===== config.mk =====
export PLATFORM = sky130hd
export DESIGN_NAME = seg7_scan_driver
export DESIGN_NICKNAME = d
export VERILOG_FILES = /design/src/rtl/seg7_pkg.sv /design/src/rtl/seg7_bcd_decoder.sv /design/src/rtl/seg7_scan_driver.sv
export SDC_FILE = /design/constraint.sdc
export NUM_CORES = 1
export LEC_CHECK = 0
export ABC_AREA = 1
export CAP_MARGIN = 20
export CORE_MARGIN = 2
export CORE_UTILIZATION = 45
export DETAILED_ROUTE_END_ITERATION = 10
export PLACE_DENSITY = 0.63
export SYNTH_ARGS = -nofsm -noshare
export SYNTH_HDL_FRONTEND = slang
export SYNTH_HIERARCHICAL = 1
export SYNTH_SLANG_ARGS = --single-unit

===== constraint.sdc =====
create_clock -name clk -period 6.2 [get_ports clk]
set_input_delay 0.62 -clock clk [delete_from_list [all_inputs] [get_ports clk]]
set_output_delay 0.62 -clock clk [all_outputs]
set_load 0.03 [all_outputs]

===== src/rtl/seg7_pkg.sv =====
// Shared seven-segment constants for the timer and word display paths.
// Segment order is {g,f,e,d,c,b,a}, active-low.
package seg7_pkg;

    localparam logic [6:0] SEG_0     = 7'b1000000;
    localparam logic [6:0] SEG_1     = 7'b1111001;
    localparam logic [6:0] SEG_2     = 7'b0100100;
    localparam logic [6:0] SEG_3     = 7'b0110000;
    localparam logic [6:0] SEG_4     = 7'b0011001;
    localparam logic [6:0] SEG_5     = 7'b0010010;
    localparam logic [6:0] SEG_6     = 7'b0000010;
    localparam logic [6:0] SEG_7     = 7'b1111000;
    localparam logic [6:0] SEG_8     = 7'b0000000;
    localparam logic [6:0] SEG_9     = 7'b0010000;
    localparam logic [6:0] SEG_BLANK = 7'b1111111;
    localparam logic [6:0] SEG_DASH  = 7'b0111111;

endpackage


===== src/rtl/seg7_bcd_decoder.sv =====
// Combinational BCD to active-low segment lookup; non-BCD codes show a dash.
module seg7_bcd_decoder
    import seg7_pkg::*;
(
    input  logic [3:0] bcd,
    output logic [6:0] seg_c
);

    always_comb begin
        seg_c = SEG_DASH;
        case (bcd)
            4'd0:    seg_c = SEG_0;
            4'd1:    seg_c = SEG_1;
            4'd2:    seg_c = SEG_2;
            4'd3:    seg_c = SEG_3;
            4'd4:    seg_c = SEG_4;
            4'd5:    seg_c = SEG_5;
            4'd6:    seg_c = SEG_6;
            4'd7:    seg_c = SEG_7;
            4'd8:    seg_c = SEG_8;
            4'd9:    seg_c = SEG_9;
            default: seg_c = SEG_DASH;
        endcase
    end

endmodule


===== src/rtl/seg7_scan_driver.sv =====
// Time-multiplexed N-digit seven-segment driver with frame-coherent snapshot,
// leading-zero blanking, per-digit blink, decimal points and registered outputs.
module seg7_scan_driver
    import seg7_pkg::*;
#(
    parameter int unsigned NUM_DIGITS = 4,
    parameter int unsigned SCAN_DIV   = 100000,
    parameter int unsigned BLINK_HALF = 50000000
) (
    input  logic                    clk,
    input  logic                    reset,
    input  logic                    enable,
    input  logic [4*NUM_DIGITS-1:0] digits_bcd,
    input  logic [NUM_DIGITS-1:0]   dp_in,
    input  logic [NUM_DIGITS-1:0]   blink_en,
    input  logic                    blank_lz,
    output logic [6:0]              seg,
    output logic                    dp,
    output logic [NUM_DIGITS-1:0]   an,
    output logic                    frame_done
);

    localparam int unsigned IDX_W   = $clog2(NUM_DIGITS);
    localparam int unsigned SCAN_W  = (SCAN_DIV > 1) ? $clog2(SCAN_DIV) : 1;
    localparam int unsigned BLINK_W = (BLINK_HALF > 1) ? $clog2(BLINK_HALF) : 1;

    logic [SCAN_W-1:0]                scan_cnt_q, scan_cnt_d;
    logic [IDX_W-1:0]                 idx_q, idx_d;
    logic [BLINK_W-1:0]               blink_cnt_q, blink_cnt_d;
    logic                             blink_phase_q, blink_phase_d;
    logic                             load_pending_q, load_pending_d;
    logic [NUM_DIGITS-1:0][3:0]       sh_digits_q, sh_digits_d;
    logic [NUM_DIGITS-1:0]            sh_dp_q, sh_dp_d;
    logic [NUM_DIGITS-1:0]            sh_blink_q, sh_blink_d;
    logic                             sh_lz_q, sh_lz_d;
    logic [6:0]                       seg_d;
    logic                             dp_d;
    logic [NUM_DIGITS-1:0]            an_d;
    logic                             frame_done_d;

    logic       tick_c, wrap_c, snap_c, lz_blank_c, blink_blank_c;
    logic [6:0] dec_seg_c;

    seg7_bcd_decoder u_dec (
        .bcd   (sh_digits_q[idx_q]),
        .seg_c (dec_seg_c)
    );

    assign tick_c        = (scan_cnt_q == SCAN_W'(SCAN_DIV - 1));
    assign wrap_c        = tick_c && (idx_q == IDX_W'(NUM_DIGITS - 1));
    assign snap_c        = enable && (load_pending_q || wrap_c);
    assign blink_blank_c = blink_phase_q && sh_blink_q[idx_q];

    // A digit is a leading zero when it and every more significant digit are zero.
    always_comb begin
        lz_blank_c = sh_lz_q && (idx_q != '0);
        for (int unsigned j = 0; j < NUM_DIGITS; j++) begin
            if ((IDX_W'(j) >= idx_q) && (sh_digits_q[j] != 4'd0)) begin
                lz_blank_c = 1'b0;
            end
        end
    end

    // Next-state and registered-output logic; enable=0 freezes counters and darkens the display.
    always_comb begin
        scan_cnt_d     = scan_cnt_q;
        idx_d          = idx_q;
        blink_cnt_d    = blink_cnt_q;
        blink_phase_d  = blink_phase_q;
        load_pending_d = load_pending_q;
        sh_digits_d    = sh_digits_q;
        sh_dp_d        = sh_dp_q;
        sh_blink_d     = sh_blink_q;
        sh_lz_d        = sh_lz_q;
        seg_d          = SEG_BLANK;
        dp_d           = 1'b1;
        an_d           = '1;
        frame_done_d   = snap_c;

        if (enable) begin
            if (load_pending_q) begin
                load_pending_d = 1'b0;
            end else if (tick_c) begin
                scan_cnt_d = '0;
                idx_d      = wrap_c ? '0 : idx_q + IDX_W'(1);
            end else begin
                scan_cnt_d = scan_cnt_q + SCAN_W'(1);
            end

            if (blink_cnt_q == BLINK_W'(BLINK_HALF - 1)) begin
                blink_cnt_d   = '0;
                blink_phase_d = ~blink_phase_q;
            end else begin
                blink_cnt_d = blink_cnt_q + BLINK_W'(1);
            end

            // Nothing is lit until the first snapshot has landed.
            if (!load_pending_q) begin
                an_d  = ~(NUM_DIGITS'(1) << idx_q);
                seg_d = (lz_blank_c || blink_blank_c) ? SEG_BLANK : dec_seg_c;
                dp_d  = blink_blank_c || !sh_dp_q[idx_q];
            end
        end

        if (snap_c) begin
            sh_digits_d = digits_bcd;
            sh_dp_d     = dp_in;
            sh_blink_d  = blink_en;
            sh_lz_d     = blank_lz;
        end
    end

    always_ff @(posedge clk) begin
        if (reset) begin
            scan_cnt_q     <= '0;
            idx_q          <= '0;
            blink_cnt_q    <= '0;
            blink_phase_q  <= 1'b0;
            load_pending_q <= 1'b1;
            sh_digits_q    <= '0;
            sh_dp_q        <= '0;
            sh_blink_q     <= '0;
            sh_lz_q        <= 1'b0;
            seg            <= SEG_BLANK;
            dp             <= 1'b1;
            an             <= '1;
            frame_done     <= 1'b0;
        end else begin
            scan_cnt_q     <= scan_cnt_d;
            idx_q          <= idx_d;
            blink_cnt_q    <= blink_cnt_d;
            blink_phase_q  <= blink_phase_d;
            load_pending_q <= load_pending_d;
            sh_digits_q    <= sh_digits_d;
            sh_dp_q        <= sh_dp_d;
            sh_blink_q     <= sh_blink_d;
            sh_lz_q        <= sh_lz_d;
            seg            <= seg_d;
            dp             <= dp_d;
            an             <= an_d;
            frame_done     <= frame_done_d;
        end
    end

endmodule


After elaboration in Yosys (flattened, before gate mapping). Memories as Yosys holds them, arrays and structs flattened. A register that Yosys moved wholly into a read port is not among the register bits. Cells that the tools add are included.

Bits in registers: 78. ROM bits: 112. Logic and storage cells: 67. Memories kept: 1.

$add $sub $neg: 3. Magnitude comparators: 5. Equal/unequal tests: 3. Shift-type cells: 1. Mux-type cells: 13. Bitwise gates (word level): 4. Reductions and logical operators: 22.

Memory list: (no name shown) (depth 16, bits a word 7, rd ports 1, clocked after Yosys merged registers in 1, wr ports 0, RTL line seg7_bcd_decoder.sv:11) `case (bcd)`.

Operators with widths (number): 26-bit by 1-bit adder with 26-bit output (second input constant) (1); 26-bit equality test (second input constant) (1); 26-bit two-way mux (1); 17-bit by 1-bit adder with 17-bit output (second input constant) (1); 17-bit equality test (second input constant) (1); 17-bit two-way mux (1); 4-bit nonzero test (4); 4-bit binary-select mux with 2-bit select (1); 1-bit logical AND (8); 1-bit two-way mux (6); 1-bit binary-select mux with 2-bit select (2); 1-bit by 2-bit greater-or-equal comparator with 1-bit output (first input constant) (2); 2-bit greater-or-equal comparator (first input constant) (2); 4-bit two-way mux (1); 4-bit NOT (1); 2-bit AND reduction (2); 4-bit OR reduction (1); 1-bit by 2-bit << shifter with 4-bit output (first input constant) (1); 1-bit logical OR (3); 2-bit by 3-bit < comparator with 1-bit output (second input constant) (1); 1-bit NOT (3); 3-bit AND reduction (1); 3-bit OR reduction (1); 2-bit by 1-bit adder with 2-bit output (second input constant) (1); other kinds (4) (4).

Depth between registers and ports, before layout. Gate-level depths: netlist of the first run.

Depth after elaboration: 8. Mapped depth: 11. Depth with buffers taken out: 10.

Hierarchy. Netlist of the first run, hierarchy kept.

By module, submodules not included: seg7_scan_driver (times used 1, cells each 609, area an instance 4211.5 µm², seq. area each 1701.6 µm²); seg7_bcd_decoder (times used 1, cells each 35, area an instance 186.4 µm², seq. area each 0.0 µm²).

Worst setup path after synthesis of the first run. OpenSTA, ideal clock, no wires.

Path kind: reg2reg. From: reg idx_q[0]. To: reg seg[3]. Arrival time: 1.850 ns. Slack: 4.211 ns. Stages on the path, launching flop included: 11. Buffers on the path: 1. Clock period less this slack: 1.989 ns. Cells stage by stage: dfxtp_1 -> inv_1 -> clkbuf_1 -> o21ai_0 -> o22ai_1 -> inv_1 -> ha_1 -> nand2_1 -> nand3_1 -> nand2_1 -> nand3b_1.

Word-level cells in the longest chain between the ends: 8. Elaborated cells between the ends (all ways): 21.

Ends and longest elaborated chain: start: declaration (RTL line seg7_scan_driver.sv:28) `logic [IDX_W-1:0] idx_q, idx_d;`; start signal: assignment (RTL line seg7_scan_driver.sv:130) `idx_q <= idx_d;`; 1-bit by 2-bit greater-or-equal comparator with 1-bit output / 2-bit nonzero test (equally long branches) (RTL line seg7_scan_driver.sv:58, seg7_scan_driver.sv:56); 1-bit logical AND, on equally long branches (RTL line seg7_scan_driver.sv:58, seg7_scan_driver.sv:56); 1-bit two-way mux (4 in series) (RTL line seg7_scan_driver.sv:58) `if ((IDX_W'(j) >= idx_q) && (sh_digits_q[j] != 4'd0)) begin`; 1-bit logical OR (RTL line seg7_scan_driver.sv:100) `seg_d = (lz_blank_c || blink_blank_c) ? SEG_BLANK : dec_seg_c;`; 4-bit OR reduction (no line); end: declaration (RTL line seg7_scan_driver.sv:17) `output logic [6:0] seg,`.

Several ways; a longest one is shown, not always the timed one. The select of a mux whose other input is x is not followed. A chain may end at the register's enable or synchronous reset.

==> results of run 1 <==
[Yosys cell counts, types with 2 or more instances]
cell                       number
sky130_fd_sc_hd__a211oi_1       3
sky130_fd_sc_hd__a21oi_1       32
sky130_fd_sc_hd__and3_1         2
sky130_fd_sc_hd__buf_2          2
sky130_fd_sc_hd__buf_6          6
sky130_fd_sc_hd__clkbuf_1       9
sky130_fd_sc_hd__dfxtp_1       85
sky130_fd_sc_hd__ha_1          11
sky130_fd_sc_hd__inv_1         74
sky130_fd_sc_hd__inv_2          5
sky130_fd_sc_hd__nand2_1      127
sky130_fd_sc_hd__nand2_2        6
sky130_fd_sc_hd__nand3_1       49
sky130_fd_sc_hd__nand3_2        2
sky130_fd_sc_hd__nand3b_1      10
sky130_fd_sc_hd__nand4_1        8
sky130_fd_sc_hd__nor2_1       125
sky130_fd_sc_hd__nor2_2         5
sky130_fd_sc_hd__nor2_4         4
sky130_fd_sc_hd__nor3_1        19
sky130_fd_sc_hd__nor3_2         2
sky130_fd_sc_hd__o21ai_0       25
sky130_fd_sc_hd__o22ai_1        5
sky130_fd_sc_hd__or2_2          2
sky130_fd_sc_hd__xnor2_1        2
sky130_fd_sc_hd__xor2_1        10
[sequential cells by signal, summed over array words and instances (netlist names)]
register and count:
sh_blink_q 4, an 4, dp 1, idx_q 2
blink_cnt_q 26, load_pending_q 1, sh_dp_q 4, scan_cnt_q 17
blink_phase_q 1, seg 7, frame_done 1, sh_digits_q 16
sh_lz_q 1
[stage by stage]
step / utilization (%) / std cells / total power, uW
floorplan: - / 644 / 664.0
global placement: 50.19 / 799 / 695.0
detailed placement: 50.19 / 799 / 696.3
CTS: 52.35 / 815 / 1102
global route: 52.35 / 815 / 1136
finish: 52.35 / 815 / 1092
[worst max-delay path: stages]
cell and delay (ns):
sky130_fd_sc_hd__clkdlybuf4s50_1 0.75, sky130_fd_sc_hd__inv_1 0.89, sky130_fd_sc_hd__nand2_4 0.17, sky130_fd_sc_hd__inv_1 0.12, sky130_fd_sc_hd__nand2_1 0.07, sky130_fd_sc_hd__nor2_1 0.09
[cell type report]
| cell class | instances | area, um^2 |
|---|---|---|
| tap | 133 | 166.4 |
| fill | 991 | 4593 |
| sequential | 85 | 1702 |
| clock buffer | 10 | 137.6 |
| multi-input combinational | 460 | 2267 |
| inverter | 80 | 300.3 |
| timing repair buffer | 41 | 402.9 |
| clock inverter | 6 | 70.07 |
[metal layers]
layer	vias to the layer above	global-route usage [%]	share of wire (%)
met5	-	0	0
met2	66	28.31	44
met1	1784	27.11	53
met3	4	2.644	2.8
met4	0	4.656	0.41
li1	2106	-	-
[cells by family after synthesis]
group	synth area share, %
and+or+nand+nor	37.16
adders and majority gates	3.129
buffers and inverters	9.758
AOI/OAI and AO/OA	8.876
xor gates and xnor gates	2.390
DFF	38.69
[where the power goes]
part | switching [uW] | internal (uW) | total, uW
clock network | 209 | 199 | 409
logic | 62.2 | 47.5 | 110
registers | 10.7 | 563 | 574
total | 282 | 810 | 1090
[path summary, 6_finish.rpt]
check,to,depth (start not counted)
worst min register to register,sh_dp_q[2],2
worst max-delay path,scan_cnt_q[16],6
worst max register to register,sh_digits_q[1],6
worst min-delay path,sh_dp_q[2],2
==> out/qor.json, run 1 <==
{
  "required_ns": 6.48,
  "timing.final.max_slew_violations": 0,
  "ys_async_sr_fraction_pct": 0,
  "worst_slew_pin_slew_ns": 0.9770,
  "max-slew-margin-rel_pct": 34.80,
  "cts-hold-fix-buffers": 0,
  "chipHeight_um": 102.9,
  "synth_top_flop_cell": "sky130_fd_sc_hd__dfxtp_1",
  "post_cts_buffers": 0,
  "setup-tns-final_ns": 0,
  "critical_path.endpoint_type": "flop",
  "vdd_ir_drop_max_mv": 0.09310,
  "route.antenna.remaining_nets": 0,
  "drcViolationCount": 0,
  "groute.usage.overall_pct": 18.38,
  "synth_cell_types": 40,
  "period_needed_ns": 2.432,
  "number_of_buffers_on_the_longest_clock_path": 2,
  "antenna_violations_before_repair": 0,
  "leakage_uw": 0.002125,
  "clk_pin_slew_ns": 0.09,
  "finClkSkew_ns": 0.01108,
  "avgSynthCellArea_um2": 6.829,
  "post_cts_resized": 0,
  "grt_setup_unrepaired": "false",
  "die_boundary_width_um": 102.9,
  "rows": 36,
  "fmax_mhz": 411.1,
  "cts_root_buf": "sky130_fd_sc_hd__clkbuf_8",
  "synth-seq-cells": 85,
  "whs_ns": 0.4851,
  "mostFrequentLayoutCell": "sky130_fd_sc_hd__nand2_1",
  "start_util_pct": 45.63,
  "final.setup.worst_slack_ns": 3.768,
  "core_area_um2": 9639,
  "routed_wire_length_per_instance_um": 11.37,
  "max_cap_violations": 0,
  "final_hold_viol_count": 0,
  "final_cell_area_um2": 5046,
  "hpwl_after_detailed_placement_um": 6596,
  "powerDensity_nw_per_um2": 216.5,
  "wire_length_reported_by_the_detailed_router_um": 9267,
  "gr-total-overflow": 0,
  "worstPathArrival_ns": 2.72,
  "startpoint": "reset",
  "route.detailed.vias_per_inst": 4.859,
  "critical_path.reg2reg.startpoint": "idx_q[0]",
  "place.gp.congestion": 0.8331,
  "clock-sinks": 85,
  "synthDominantCellAreaShare_pct": 38.69,
  "synth_enable_flop_cells": 0,
  "syn-instance-count": 644,
  "synthToLayoutAreaGrowth_pct": 14.74,
  "synth-seq-area-share_pct": 38.69,
  "critical_path.max_fanout": 32,
  "num_io_pins": 41,
  "netlist_area_um2": 4398,
  "start_kind": "input port",
  "timing_worst_setup_path_type": "in -> reg",
  "n_antenna_cell": 0,
  "global_route_wire_length_before_repair_um": 15750,
  "dpl_cell_area_um2": 4838,
  "reg2reg_slack_ns": 3.85,
  "setup_violations": 0,
  "finish.net_count": 716,
  "yosys_warnings": 6,
  "yosys-top-cells-area": "sky130_fd_sc_hd__dfxtp_1 (39%), sky130_fd_sc_hd__nand2_1 (11%), sky130_fd_sc_hd__nor2_1 (11%)",
  "largest_net_degree_at_the_start_of_global_routing": 59,
  "firstDrtPassIters": 4,
  "finalCritPeriodShare_pct": 39.23,
  "highest_count_cells_in_the_layout_ignoring_fill_and_taps": "sky130_fd_sc_hd__nand2_1 (127), sky130_fd_sc_hd__nor2_1 (125), sky130_fd_sc_hd__dfxtp_1 (85)",
  "cts.htree.levels": 3,
  "worst_skew_pair.late_latency_ns": 0.35,
  "floorplan_die_area_um2": 10580,
  "result_of_the_run": "finished clean",
  "vias": 3960,
  "synthesis.nets": 683,
  "hp-start": "sh_dp_q[2]",
  "port-buffer-count": 40,
  "placement.setup.worst_slack_ns": 3.387,
  "drive_gt1_share_pct": 7.038,
  "vias_in_the_first_global_route": 3466,
  "tritoncts.num_buffers": 9,
  "drc_violation_total_after_the_first_tritonroute_iteration": 188,
  "cts_tree": "built",
  "type_of_the_most_critical_hold_path": "reg -> reg",
  "yosys.area.top_type": "sky130_fd_sc_hd__dfxtp_1"
}
Note: power is estimated with default switching activity, not from simulation.
==> run 2: changes to the inputs <==
PLACE_DENSITY = 0.66   (was 0.63)
clock period = 2.09 ns   (was 6.2 ns; I/O delays follow)
==> run 2 against run 1 <==
Compared with the run above: non-clock buffer count up 10; worst setup slack worse by 3.5 ns; global-route usage up 0.36 points; clock skew down 0.0036 ns; utilization up 1.3 points; sequential share of layout area down 0.78 points; largest cell class unchanged.
==> out/qor.json, run 2 (synthesis gave the netlist of run 1 again) <==
{
  "largest_register_ffs": 26,
  "tritoncts.num_buffers": 9,
  "required_ns": 2.32,
  "largest_net_degree_at_the_start_of_global_routing": 52,
  "clock-sinks": 85,
  "mostFrequentLayoutCell": "sky130_fd_sc_hd__nand2_1",
  "global_route_wire_length_before_repair_um": 15750,
  "timing_worst_setup_path_type": "reg -> reg",
  "routed_wire_length_per_instance_um": 11.51,
  "synthToLayoutAreaGrowth_pct": 17.55,
  "chipHeight_um": 102.9,
  "drcViolationCount": 0,
  "place.gp.congestion": 0.8852,
  "firstDrtPassIters": 4,
  "setup-tns-final_ns": 0,
  "finalCritPeriodShare_pct": 88.92,
  "vias_in_the_first_global_route": 3534,
  "timing.final.max_slew_violations": 0,
  "critical_path.endpoint_type": "flop",
  "core_area_um2": 9639,
  "start_kind": "flop",
  "finClkSkew_ns": 0.007516,
  "top_register": "blink_cnt_q",
  "worst_skew_pair.late_latency_ns": 0.36,
  "result_of_the_run": "finished clean",
  "max_cap_violations": 0,
  "port-buffer-count": 40,
  "rows": 36,
  "clk_pin_slew_ns": 0.09,
  "powerDensity_nw_per_um2": 656.1,
  "reg2regPathDepth": 9,
  "groute.usage.overall_pct": 18.74,
  "n_antenna_cell": 0,
  "route.detailed.vias_per_inst": 4.765,
  "worstPathArrival_ns": 2.09,
  "max-slew-margin-rel_pct": 54.27,
  "period_needed_ns": 1.858,
  "drc_violation_total_after_the_first_tritonroute_iteration": 148,
  "vdd_ir_drop_max_mv": 0.3148,
  "grt_setup_unrepaired": "false",
  "num_io_pins": 41,
  "cts_root_buf": "sky130_fd_sc_hd__clkbuf_8",
  "vias": 3931,
  "cts-hold-fix-buffers": 0,
  "cts.htree.levels": 3,
  "filler_cell_count": 995,
  "start_util_pct": 45.63,
  "floorplan_die_area_um2": 10580,
  "type_of_the_most_critical_hold_path": "in -> reg",
  "final_hold_viol_count": 0,
  "fmax_mhz": 538.1,
  "gr-total-overflow": 0,
  "highest_count_cells_in_the_layout_ignoring_fill_and_taps": "sky130_fd_sc_hd__nand2_1 (127), sky130_fd_sc_hd__nor2_1 (125), sky130_fd_sc_hd__dfxtp_1 (84)",
  "antenna_violations_before_repair": 0,
  "setup_violations": 0,
  "power_uw": 3392,
  "route.antenna.remaining_nets": 0,
  "cts_tree": "built",
  "leakage_uw": 0.002198,
  "post_cts_buffers": 0,
  "worstHoldPathCells": 3,
  "die_boundary_width_um": 102.9,
  "drive_gt1_share_pct": 8.815,
  "finish.net_count": 726,
  "number_of_buffers_on_the_longest_clock_path": 2,
  "worst_slew_pin_slew_ns": 0.6860,
  "reg_top3": "blink_cnt_q x26, scan_cnt_q x17, sh_digits_q x16",
  "critical_path.max_fanout": 9,
  "wire_length_reported_by_the_detailed_router_um": 9497,
  "hpwl_after_detailed_placement_um": 7054
}
==> run 2: cell type report <==
cell class              instances  area, um^2  area share (%)
multi-input cells             460        2273           43.97
flip-flops and latches         85        1703           32.94
repair buffers                 51       490.5           9.487
inverters                      80       304.0           5.881
well taps                     133       166.4           3.219
clock buffers                  10       137.6           2.662
clock inverters                 6       95.09           1.839
==> run 2: worst max-delay path, cell delays in order (launching register included) <==
cell	delay [ns]
sky130_fd_sc_hd__dfxtp_1	0.37
sky130_fd_sc_hd__inv_1	0.23
sky130_fd_sc_hd__o21ai_0	0.15
sky130_fd_sc_hd__o22ai_2	0.17
sky130_fd_sc_hd__inv_1	0.13
sky130_fd_sc_hd__ha_1	0.30
sky130_fd_sc_hd__nand2_1	0.07
sky130_fd_sc_hd__nand3_1	0.12
sky130_fd_sc_hd__nand2_1	0.04
sky130_fd_sc_hd__nand3b_1	0.14
==> run 2: worst paths after layout <==
| check | start | endpoint | slack (ns) |
|---|---|---|---|
| max | idx_q[0] | seg[3] | 0.23 |
| min | enable | frame_done | 0.20 |
| max reg2reg | idx_q[0] | seg[3] | 0.23 |
| min reg2reg | scan_cnt_q[2] | scan_cnt_q[2] | 0.49 |
==> run 2: where the power goes <==
group          internal [uW]  switching [uW]
clock network            716             623
registers               1670            38.2
logic                    154             190
total                   2540             851
==> run 2: what timing repair did <==
action / in CTS / in global routing
setup endpoints to repair: 0 / 7
hold endpoints to repair: 0 / 0
gates resized for setup: 0 / 3
==> run 2: through the flow <==
stage	std cells	area (um^2)	setup slack (ns)	util, %	hold slack, ns
after detailed placement	809	4926	0.1610	51.10	0.4724
final	825	5170	0.2317	53.63	0.1990
after global placement	809	4926	0.2409	51.10	0.4649
after global routing	825	5170	0.02918	53.63	0.2025
after CTS	825	5159	0.1530	53.52	0.1833
after floorplan	644	4398	0.1011	-	0.4221
==> run 2: layer usage <==
layer | global-route usage, % | share of wire [%] | vias up
met3 | 2.441 | 3.2 | 14
met5 | 0 | 0 | -
met1 | 26.72 | 52 | 1729
met2 | 28.86 | 43 | 57
li1 | - | - | 2131
met4 | 7.287 | 1.7 | 0
